**src/rtl/uart_pkg.sv**
```systemverilog
// Shared types and helpers for the UART receive path.
// UART_RX_PARITY_EN adds the PARITY state for 8E1 framing.
package uart_pkg;

`ifdef UART_RX_PARITY_EN
    typedef enum logic [2:0] {IDLE, START, DATA, PARITY, STOP, WAIT_IDLE} rx_state_e;
`else
    typedef enum logic [2:0] {IDLE, START, DATA, STOP, WAIT_IDLE} rx_state_e;
`endif

    localparam logic IDLE_LEVEL = 1'b1;

    // Rounded clock divider for one oversample tick.
    function automatic int calc_div(input longint clk_hz, input longint baud, input longint os);
        return int'((clk_hz + (baud * os) / 2) / (baud * os));
    endfunction

endpackage

```
**src/rtl/uart_baud_tick.sv**
```systemverilog
// Oversample tick divider: one-cycle tick every DIV clocks, synchronously clearable.
module uart_baud_tick #(
    parameter int DIV = 54
) (
    input  logic clk,
    input  logic rst,
    input  logic clr,
    output logic tick
);
    localparam int CW = (DIV > 1) ? $clog2(DIV) : 1;

    logic [CW-1:0] cnt;

    always_ff @(posedge clk) begin
        if (rst || clr) begin
            cnt  <= '0;
            tick <= 1'b0;
        end else if (cnt == CW'(DIV - 1)) begin
            cnt  <= '0;
            tick <= 1'b1;
        end else begin
            cnt  <= cnt + 1'b1;
            tick <= 1'b0;
        end
    end

endmodule

```
**src/rtl/uart_rx_deser.sv**
```systemverilog
// UART receiver: synchronizer, oversampled 8N1 deserializer, valid/ready output.
// UART_RX_PARITY_EN selects 8E1 framing with even-parity checking.
import uart_pkg::*;

module uart_rx_deser #(
    parameter int CLK_HZ     = 100000000,
    parameter int BAUD       = 115200,
    parameter int OVERSAMPLE = 16,
    parameter int DATA_BITS  = 8
) (
    input  logic                 sys_clk,
    input  logic                 sys_rst,
    input  logic                 uart_rx,
    output logic [DATA_BITS-1:0] rx_data,
    output logic                 rx_valid,
    input  logic                 rx_ready,
    output logic                 frame_err,
    output logic                 overrun,
    output logic                 break_det
);
    localparam int DIV = calc_div(CLK_HZ, BAUD, OVERSAMPLE);
    localparam int TW  = $clog2(OVERSAMPLE);
    localparam int BW  = (DATA_BITS > 1) ? $clog2(DATA_BITS) : 1;

    logic                 rx_meta_p0, rx_s, rx_s_p2;
    logic                 tick, fall;
    rx_state_e            state, state_n;
    logic [TW-1:0]        tick_cnt;
    logic [BW-1:0]        bit_cnt;
    logic [DATA_BITS-1:0] shreg;
    logic                 div_clr, cnt_clr, cnt_inc, shift_en;
    logic                 byte_done, ferr_set, brk_set, brk_clr;
`ifdef UART_RX_PARITY_EN
    logic                 par_bad, par_err;
`endif

    // Stage p0/p1: two-flop synchronizer; p2: edge-detect history.
    always_ff @(posedge sys_clk) begin
        if (sys_rst) begin
            rx_meta_p0 <= IDLE_LEVEL;
            rx_s       <= IDLE_LEVEL;
            rx_s_p2    <= IDLE_LEVEL;
        end else begin
            rx_meta_p0 <= uart_rx;
            rx_s       <= rx_meta_p0;
            rx_s_p2    <= rx_s;
        end
    end

    assign fall = rx_s_p2 & ~rx_s;

    uart_baud_tick #(.DIV(DIV)) u_tick (
        .clk  (sys_clk),
        .rst  (sys_rst),
        .clr  (div_clr),
        .tick (tick)
    );

    always_comb begin
        state_n   = state;
        div_clr   = 1'b0;
        cnt_clr   = 1'b0;
        cnt_inc   = 1'b0;
        shift_en  = 1'b0;
        byte_done = 1'b0;
        ferr_set  = 1'b0;
        brk_set   = 1'b0;
        brk_clr   = 1'b0;
`ifdef UART_RX_PARITY_EN
        par_err   = 1'b0;
`endif
        case (state)
            IDLE: if (fall) begin
                state_n = START;
                div_clr = 1'b1;
                cnt_clr = 1'b1;
            end
            START: if (tick) begin
                if (tick_cnt == TW'(OVERSAMPLE / 2 - 1)) begin
                    cnt_clr = 1'b1;
                    state_n = rx_s ? IDLE : DATA;
                end else cnt_inc = 1'b1;
            end
            DATA: if (tick) begin
                if (tick_cnt == TW'(OVERSAMPLE - 1)) begin
                    cnt_clr  = 1'b1;
                    shift_en = 1'b1;
                    if (bit_cnt == BW'(DATA_BITS - 1))
`ifdef UART_RX_PARITY_EN
                        state_n = PARITY;
`else
                        state_n = STOP;
`endif
                end else cnt_inc = 1'b1;
            end
`ifdef UART_RX_PARITY_EN
            PARITY: if (tick) begin
                if (tick_cnt == TW'(OVERSAMPLE - 1)) begin
                    cnt_clr  = 1'b1;
                    state_n  = STOP;
                    par_err  = (^shreg) != rx_s;
                    ferr_set = par_err;
                end else cnt_inc = 1'b1;
            end
`endif
            STOP: if (tick) begin
                if (tick_cnt == TW'(OVERSAMPLE - 1)) begin
                    cnt_clr = 1'b1;
                    if (rx_s) begin
                        state_n = IDLE;
`ifdef UART_RX_PARITY_EN
                        byte_done = ~par_bad;
`else
                        byte_done = 1'b1;
`endif
                    end else begin
                        state_n  = WAIT_IDLE;
                        ferr_set = 1'b1;
                        brk_set  = (shreg == '0);
                    end
                end else cnt_inc = 1'b1;
            end
            // Any low sample restarts the idle-time count.
            WAIT_IDLE: if (tick) begin
                if (!rx_s) cnt_clr = 1'b1;
                else if (tick_cnt == TW'(OVERSAMPLE - 1)) begin
                    cnt_clr = 1'b1;
                    brk_clr = 1'b1;
                    state_n = IDLE;
                end else cnt_inc = 1'b1;
            end
            default: state_n = IDLE;
        endcase
    end

    // Stage p3: FSM state, counters and shift register.
    always_ff @(posedge sys_clk) begin
        if (sys_rst) begin
            state     <= IDLE;
            tick_cnt  <= '0;
            bit_cnt   <= '0;
            break_det <= 1'b0;
        end else begin
            state <= state_n;
            if (cnt_clr)      tick_cnt <= '0;
            else if (cnt_inc) tick_cnt <= tick_cnt + 1'b1;
            if (shift_en)
                bit_cnt <= (bit_cnt == BW'(DATA_BITS - 1)) ? '0 : bit_cnt + 1'b1;
            if (brk_set)      break_det <= 1'b1;
            else if (brk_clr) break_det <= 1'b0;
        end
        if (shift_en) shreg <= {rx_s, shreg[DATA_BITS-1:1]};
    end

`ifdef UART_RX_PARITY_EN
    always_ff @(posedge sys_clk) begin
        if (sys_rst || div_clr) par_bad <= 1'b0;
        else if (par_err)       par_bad <= 1'b1;
    end
`endif

    // Stage p4: output register with valid/ready handshake and overrun detection.
    always_ff @(posedge sys_clk) begin
        if (sys_rst) begin
            rx_data   <= '0;
            rx_valid  <= 1'b0;
            frame_err <= 1'b0;
            overrun   <= 1'b0;
        end else begin
            frame_err <= ferr_set;
            overrun   <= 1'b0;
            if (byte_done) begin
                if (!rx_valid || rx_ready) begin
                    rx_data  <= shreg;
                    rx_valid <= 1'b1;
                end else overrun <= 1'b1;
            end else if (rx_valid && rx_ready) rx_valid <= 1'b0;
        end
    end

endmodule

```
**config.mk**
```make
export PLATFORM = sky130hd
export DESIGN_NAME = uart_rx_deser
export DESIGN_NICKNAME = d
export VERILOG_FILES = /design/src/rtl/uart_pkg.sv /design/src/rtl/uart_baud_tick.sv /design/src/rtl/uart_rx_deser.sv
export SDC_FILE = /design/constraint.sdc
export NUM_CORES = 1
export LEC_CHECK = 0
export BUFFER_PORTS_ARGS = -buffer_cell sky130_fd_sc_hd__buf_2
export CORE_AREA = 2 2 66 68
export DETAILED_ROUTE_END_ITERATION = 8
export DIE_AREA = 0 0 68 70
export PLACE_DENSITY_LB_ADDON = 0.2
export SYNTH_ARGS = -nofsm -noshare
export SYNTH_HDL_FRONTEND = slang
export SYNTH_SLANG_ARGS = --single-unit
```
**constraint.sdc**
```tcl
create_clock -name sys_clk -period 3.7 [get_ports sys_clk]
set_clock_uncertainty 0.2 [all_clocks]
set_input_delay 0.185 -clock sys_clk [delete_from_list [all_inputs] [get_ports sys_clk]]
set_output_delay 0.185 -clock sys_clk [all_outputs]
set_load 0.02 [all_outputs]
```
# Word-level counts from Yosys, hierarchy flattened

Cells that the tools add are included.

Equality and inequality tests: 20
Add/sub/neg operators: 3
Bitwise operators: 6
Multiplexer cells: 51
Reductions and logical operators: 16

Operator list:

| kind                | count |
|---|---|
| $mux 3              | 13 |
| $mux 1              | 34 |
| $pmux 3 s5          | 1 |
| $ne 2x2->1 const B  | 7 |
| $reduce_and 11->1   | 1 |
| $ne 2x1->1 const B  | 5 |
| $logic_not 8->1     | 1 |
| $reduce_or 2->1     | 4 |
| $add 6x1->6 const B | 1 |
| $eq 3x2->1 const B  | 2 |
| $eq 3x3->1 const B  | 2 |
| $eq 6x6->1 const B  | 1 |
| $not 1->1           | 5 |
| $add 4x1->4 const B | 1 |
| $eq 4x3->1 const B  | 1 |
| $eq 4x4->1 const B  | 1 |
| $pmux 1 s4          | 1 |
| $reduce_and 2->1    | 2 |
| $reduce_bool 2->1   | 2 |
| $reduce_or 4->1     | 1 |
| $add 3x1->3 const B | 1 |
| $eq 3x1->1 const B  | 1 |
| $logic_not 3->1     | 1 |
| $pmux 1 s3          | 1 |
| other kinds (5)     | 6 |

Word-level logic and storage cells: 110
Input bits: 4
Register bits after elaboration: 40
Output and inout bits: 12

# Depth between registers and ports, before layout

Depth in word-level cells: 7
Depth in mapped cells: 6

# Modules after synthesis

A second synthesis with hierarchy kept.

Cell total of the unflattened synthesis: 173
Area, all modules: 1727.9 um^2

Modules (own cells, without submodules):

| module         | cells an instance | instances | seq. area each (um^2) | area each (um^2) |
|---|---|---|---|---|
| uart_rx_deser  | 144               | 1         | 740.7                 | 1447.6 |
| uart_baud_tick | 29                | 1         | 140.1                 | 280.3 |

# Least setup slack after synthesis

No wires, ideal clock.

Path kind: register to register
Start point: reg tick_cnt[0]
End point: reg shreg[0], enable pin
Arrival time: 1.363 ns
Path slack: 1.761 ns
Required time: 3.124 ns
Stages on the path, launching flop included: 4
Path buffers: 0
Cells stage by stage: dfxtp_1 > ha_1 > nand4_1 > nor3_2

Cells in the longest elaborated chain, start to end: 4

Ends and longest elaborated chain:

| what                   | RTL line             | RTL |
|---|---|---|
| start, declared        | uart_rx_deser.sv:28  | `logic [TW-1:0] tick_cnt;` |
| start signal, assigned | uart_rx_deser.sv:146 | `else if (cnt_inc) tick_cnt <= tick_cnt + 1'b1;` |
| $eq 4x4->1             | uart_rx_deser.sv:85  | `if (tick_cnt == TW'(OVERSAMPLE - 1)) begin` |
| $mux 1                 | uart_rx_deser.sv:85  |  |
| $mux 1                 | uart_rx_deser.sv:84  | `DATA: if (tick) begin` |
| $mux 1                 | uart_rx_deser.sv:72  | `case (state)` |
| named net shift_en     | uart_rx_deser.sv:31  | `logic div_clr, cnt_clr, cnt_inc, shift_en;` |
| end signal, assigned   | uart_rx_deser.sv:152 | `if (shift_en) shreg <= {rx_s, shreg[DATA_BITS-1:1]};` |
| end, declared          | uart_rx_deser.sv:30  | `logic [DATA_BITS-1:0] shreg;` |

The timed path passes the listed nets, and every way through them passes these cells.
A chain may end at the register's enable or synchronous reset.

# Final worst setup path

Start point: reg tick_cnt[0]
End point: reg bit_cnt[0]

Cells in the longest elaborated chain, start to end: 4

Ends and longest elaborated chain:

| what                 | RTL line             | RTL |
|---|---|---|
| $eq 4x4->1           | uart_rx_deser.sv:85  |  |
| $mux 1               | uart_rx_deser.sv:85  |  |
| $mux 1               | uart_rx_deser.sv:84  |  |
| $mux 1               | uart_rx_deser.sv:72  |  |
| named net shift_en   | uart_rx_deser.sv:31  |  |
| end signal, assigned | uart_rx_deser.sv:148 | `bit_cnt <= (bit_cnt == BW'(DATA_BITS - 1)) ? '0 : bit_cnt + 1'b1;` |
| end, declared        | uart_rx_deser.sv:29  | `logic [BW-1:0] bit_cnt;` |

The timed path passes the listed nets, and every way through them passes these cells.

==> impl_metrics.yaml <==
clocking:
  clock_latency_ns: 0.29
  cts.htree.levels: 2
  cts_tree: "yes"
  cts_buffers: 5
  ctsResizeCount: 0
  cts_root_buf: "clkbuf_8"
  clkTransAtPathRegs_ns: 0.08
  clock_sinks: 40
  clock_path_buffers: 2
yosys:
  yosysUniqueCellTypes: 41
  ys_ff_latch: 40
  synthesis.nets: 180
  synthFlopType: "dfxtp_1"
  yosysSeqAreaShare_pct: 51.46
  synthArstFlopShare_pct: 0
  avgSynthCellArea_um2: 10.01
  synth_edf_count: 8
  synth_warnings: 0
  synth_cells: 171
  netlist_area_um2: 1712
drt:
  routed_wl_um: 3326
  ant_nets: 0
  wl_per_cell_um: 13.86
  drt_iter0_markers: 40
  drc_errors: 0
  vias: 1283
  first_pass_iters: 4
  vias_per_cell: 5.346
hold_path:
  hold_start: "rx_ready"
  hp-class: "primary input to flop"
global_route:
  grt_max_degree: 24
  grt_pass1_vias: 1196
  antenna_found_initial: 0
  grt-ovfl-total: 0
  grt_usage_pct: 15.84
  grt_pass1_wl_um: 5644
floorplan:
  die_w_um: 68
  ios: 16
  die_area_um2: 4760
  coreArea_um2: 4144
  die_height_um: 70
  start_util_pct: 41.30
  rows: 24
placement:
  pre_cts_ws_ns: 1.469
  place_congestion: 0.7801
  place_area_um2: 1810
  dp.final_hpwl_um: 2370
  dp_cells: 231
  port_buffers: 15
outcome:
  status: "completed"
sta:
  setup_slack_ns: 1.431
  whs_ns: 0.01555
  setup_viol: 0
  post-route-period-util_pct: 61.32
  tightest_slew_ns: 0.7952
  final-max-slew-violation-count: 0
  fmax_ghz: 0.4408
  slew_headroom_pct: 46.70
  hold_viol_final: 0
  tns_ns: 0
  rsz0062_at_grt: "no"
  period_needed_ns: 2.269
layout:
  final_core_utilization_pct: 47.01
  fin_area_um2: 1948
  nets: 196
  instances_no_fill: 240
  antenna_cells: 0
  nFillCells: 401
  drive_gt1_share_pct: 15.96
  layout_common_cells: "dfxtp_1 (32), nor2_1 (22), buf_2 (15)"
  final_common_cell: "dfxtp_1"
  area_delta_synth_final_pct: 13.82
setup_path:
  r2r_start: "tick_cnt[0]"
  startpoint: "tick_cnt[0]"
  cp.arrival_ns: 2.29
  critPathCaptureType: "flop"
  start_kind: "flop"
  crit_fanout: 11
  cp.required_ns: 3.72
  critical_path_class: "flop to flop"
run:
  drv_cap: 0
power:
  p_per_area_nw_per_um2: 477.3
  finalPower_mw: 0.9299
  p_leak_nw: 0.7166
  ir_worst_vdd_mv: 0.2387
## cells by family after synthesis
kind of cell	share of synthesized area (%)
multiplexers	5.336
buffers and inverters	4.166
XOR/XNOR	3.070
AND/OR/NAND/NOR	20.61
flip-flops	51.46
AO/OA/AOI/OAI	11.70
adder cells (fa/ha/maj)	3.655
## cells in the mapped netlist, drive strengths merged (3+ instances only)
cell	n	area, um2
a211oi	3	22.52
a21oi	7	35.03
a31oi	4	25.02
buf	6	41.28
dfxtp	32	640.6
edfxtp	8	240.2
ha	5	62.56
inv	6	22.52
mux2i	8	80.08
nand2	8	30.03
nand2b	3	18.77
nand3	7	35.03
nand4	3	18.77
nor2	22	82.58
nor2b	3	18.77
nor3	5	30.03
nor4	3	18.77
o21ai	9	45.04
or2	3	18.77
xnor2	4	35.03
## sequential cells by signal (all words and copies together) (netlist names), 3 cells and up
name / flops
shreg: 8
u_tick.cnt: 6
bit_cnt: 3
state: 3
tick_cnt: 4
rx_data: 8
## critical path, cell delays in order, from the launching register on
cell	delay, ns
dfxtp_1	0.38
ha_1	0.29
nand4_1	0.29
nor3_2	0.73
nand2_1	0.13
a21oi_1	0.18
## cell type report
type	instances	area, um2	area share [%]
clock buffer	7	97.59	5.010
clock inverter	1	30.03	1.541
inverter	6	22.52	1.156
sequential	40	880.8	45.22
multi-input combinational	117	759.5	38.99
timing repair buffer	17	92.59	4.753
tap	52	65.06	3.340
## layer usage
layer  routed length (um)  GRT usage (%)
met1                 1563          19.86
met4                   59          6.000
met3                  106          5.797
met5                    0              0
met2                 1596          24.49
## power by group
part | switching (mW) | total, mW | internal [mW]
sequential | 0.0224 | 0.474 | 0.451
combinational | 0.0375 | 0.0648 | 0.0273
clock | 0.149 | 0.392 | 0.242
## worst paths after layout
kind | end | slack, ns | cells after the start
min | overrun | 0.02 | 3
max reg2reg | bit_cnt[0] | 1.43 | 5
min reg2reg | rx_s | 0.22 | 1
max | bit_cnt[0] | 1.43 | 5
## timing repair
action | in CTS | in global routing
hold buffers | 1 | 0
endpoints found under the hold margin | 1 | 0
setup buffers | 0 | 0
No activity file was read; power rests on OpenSTA's default activity.
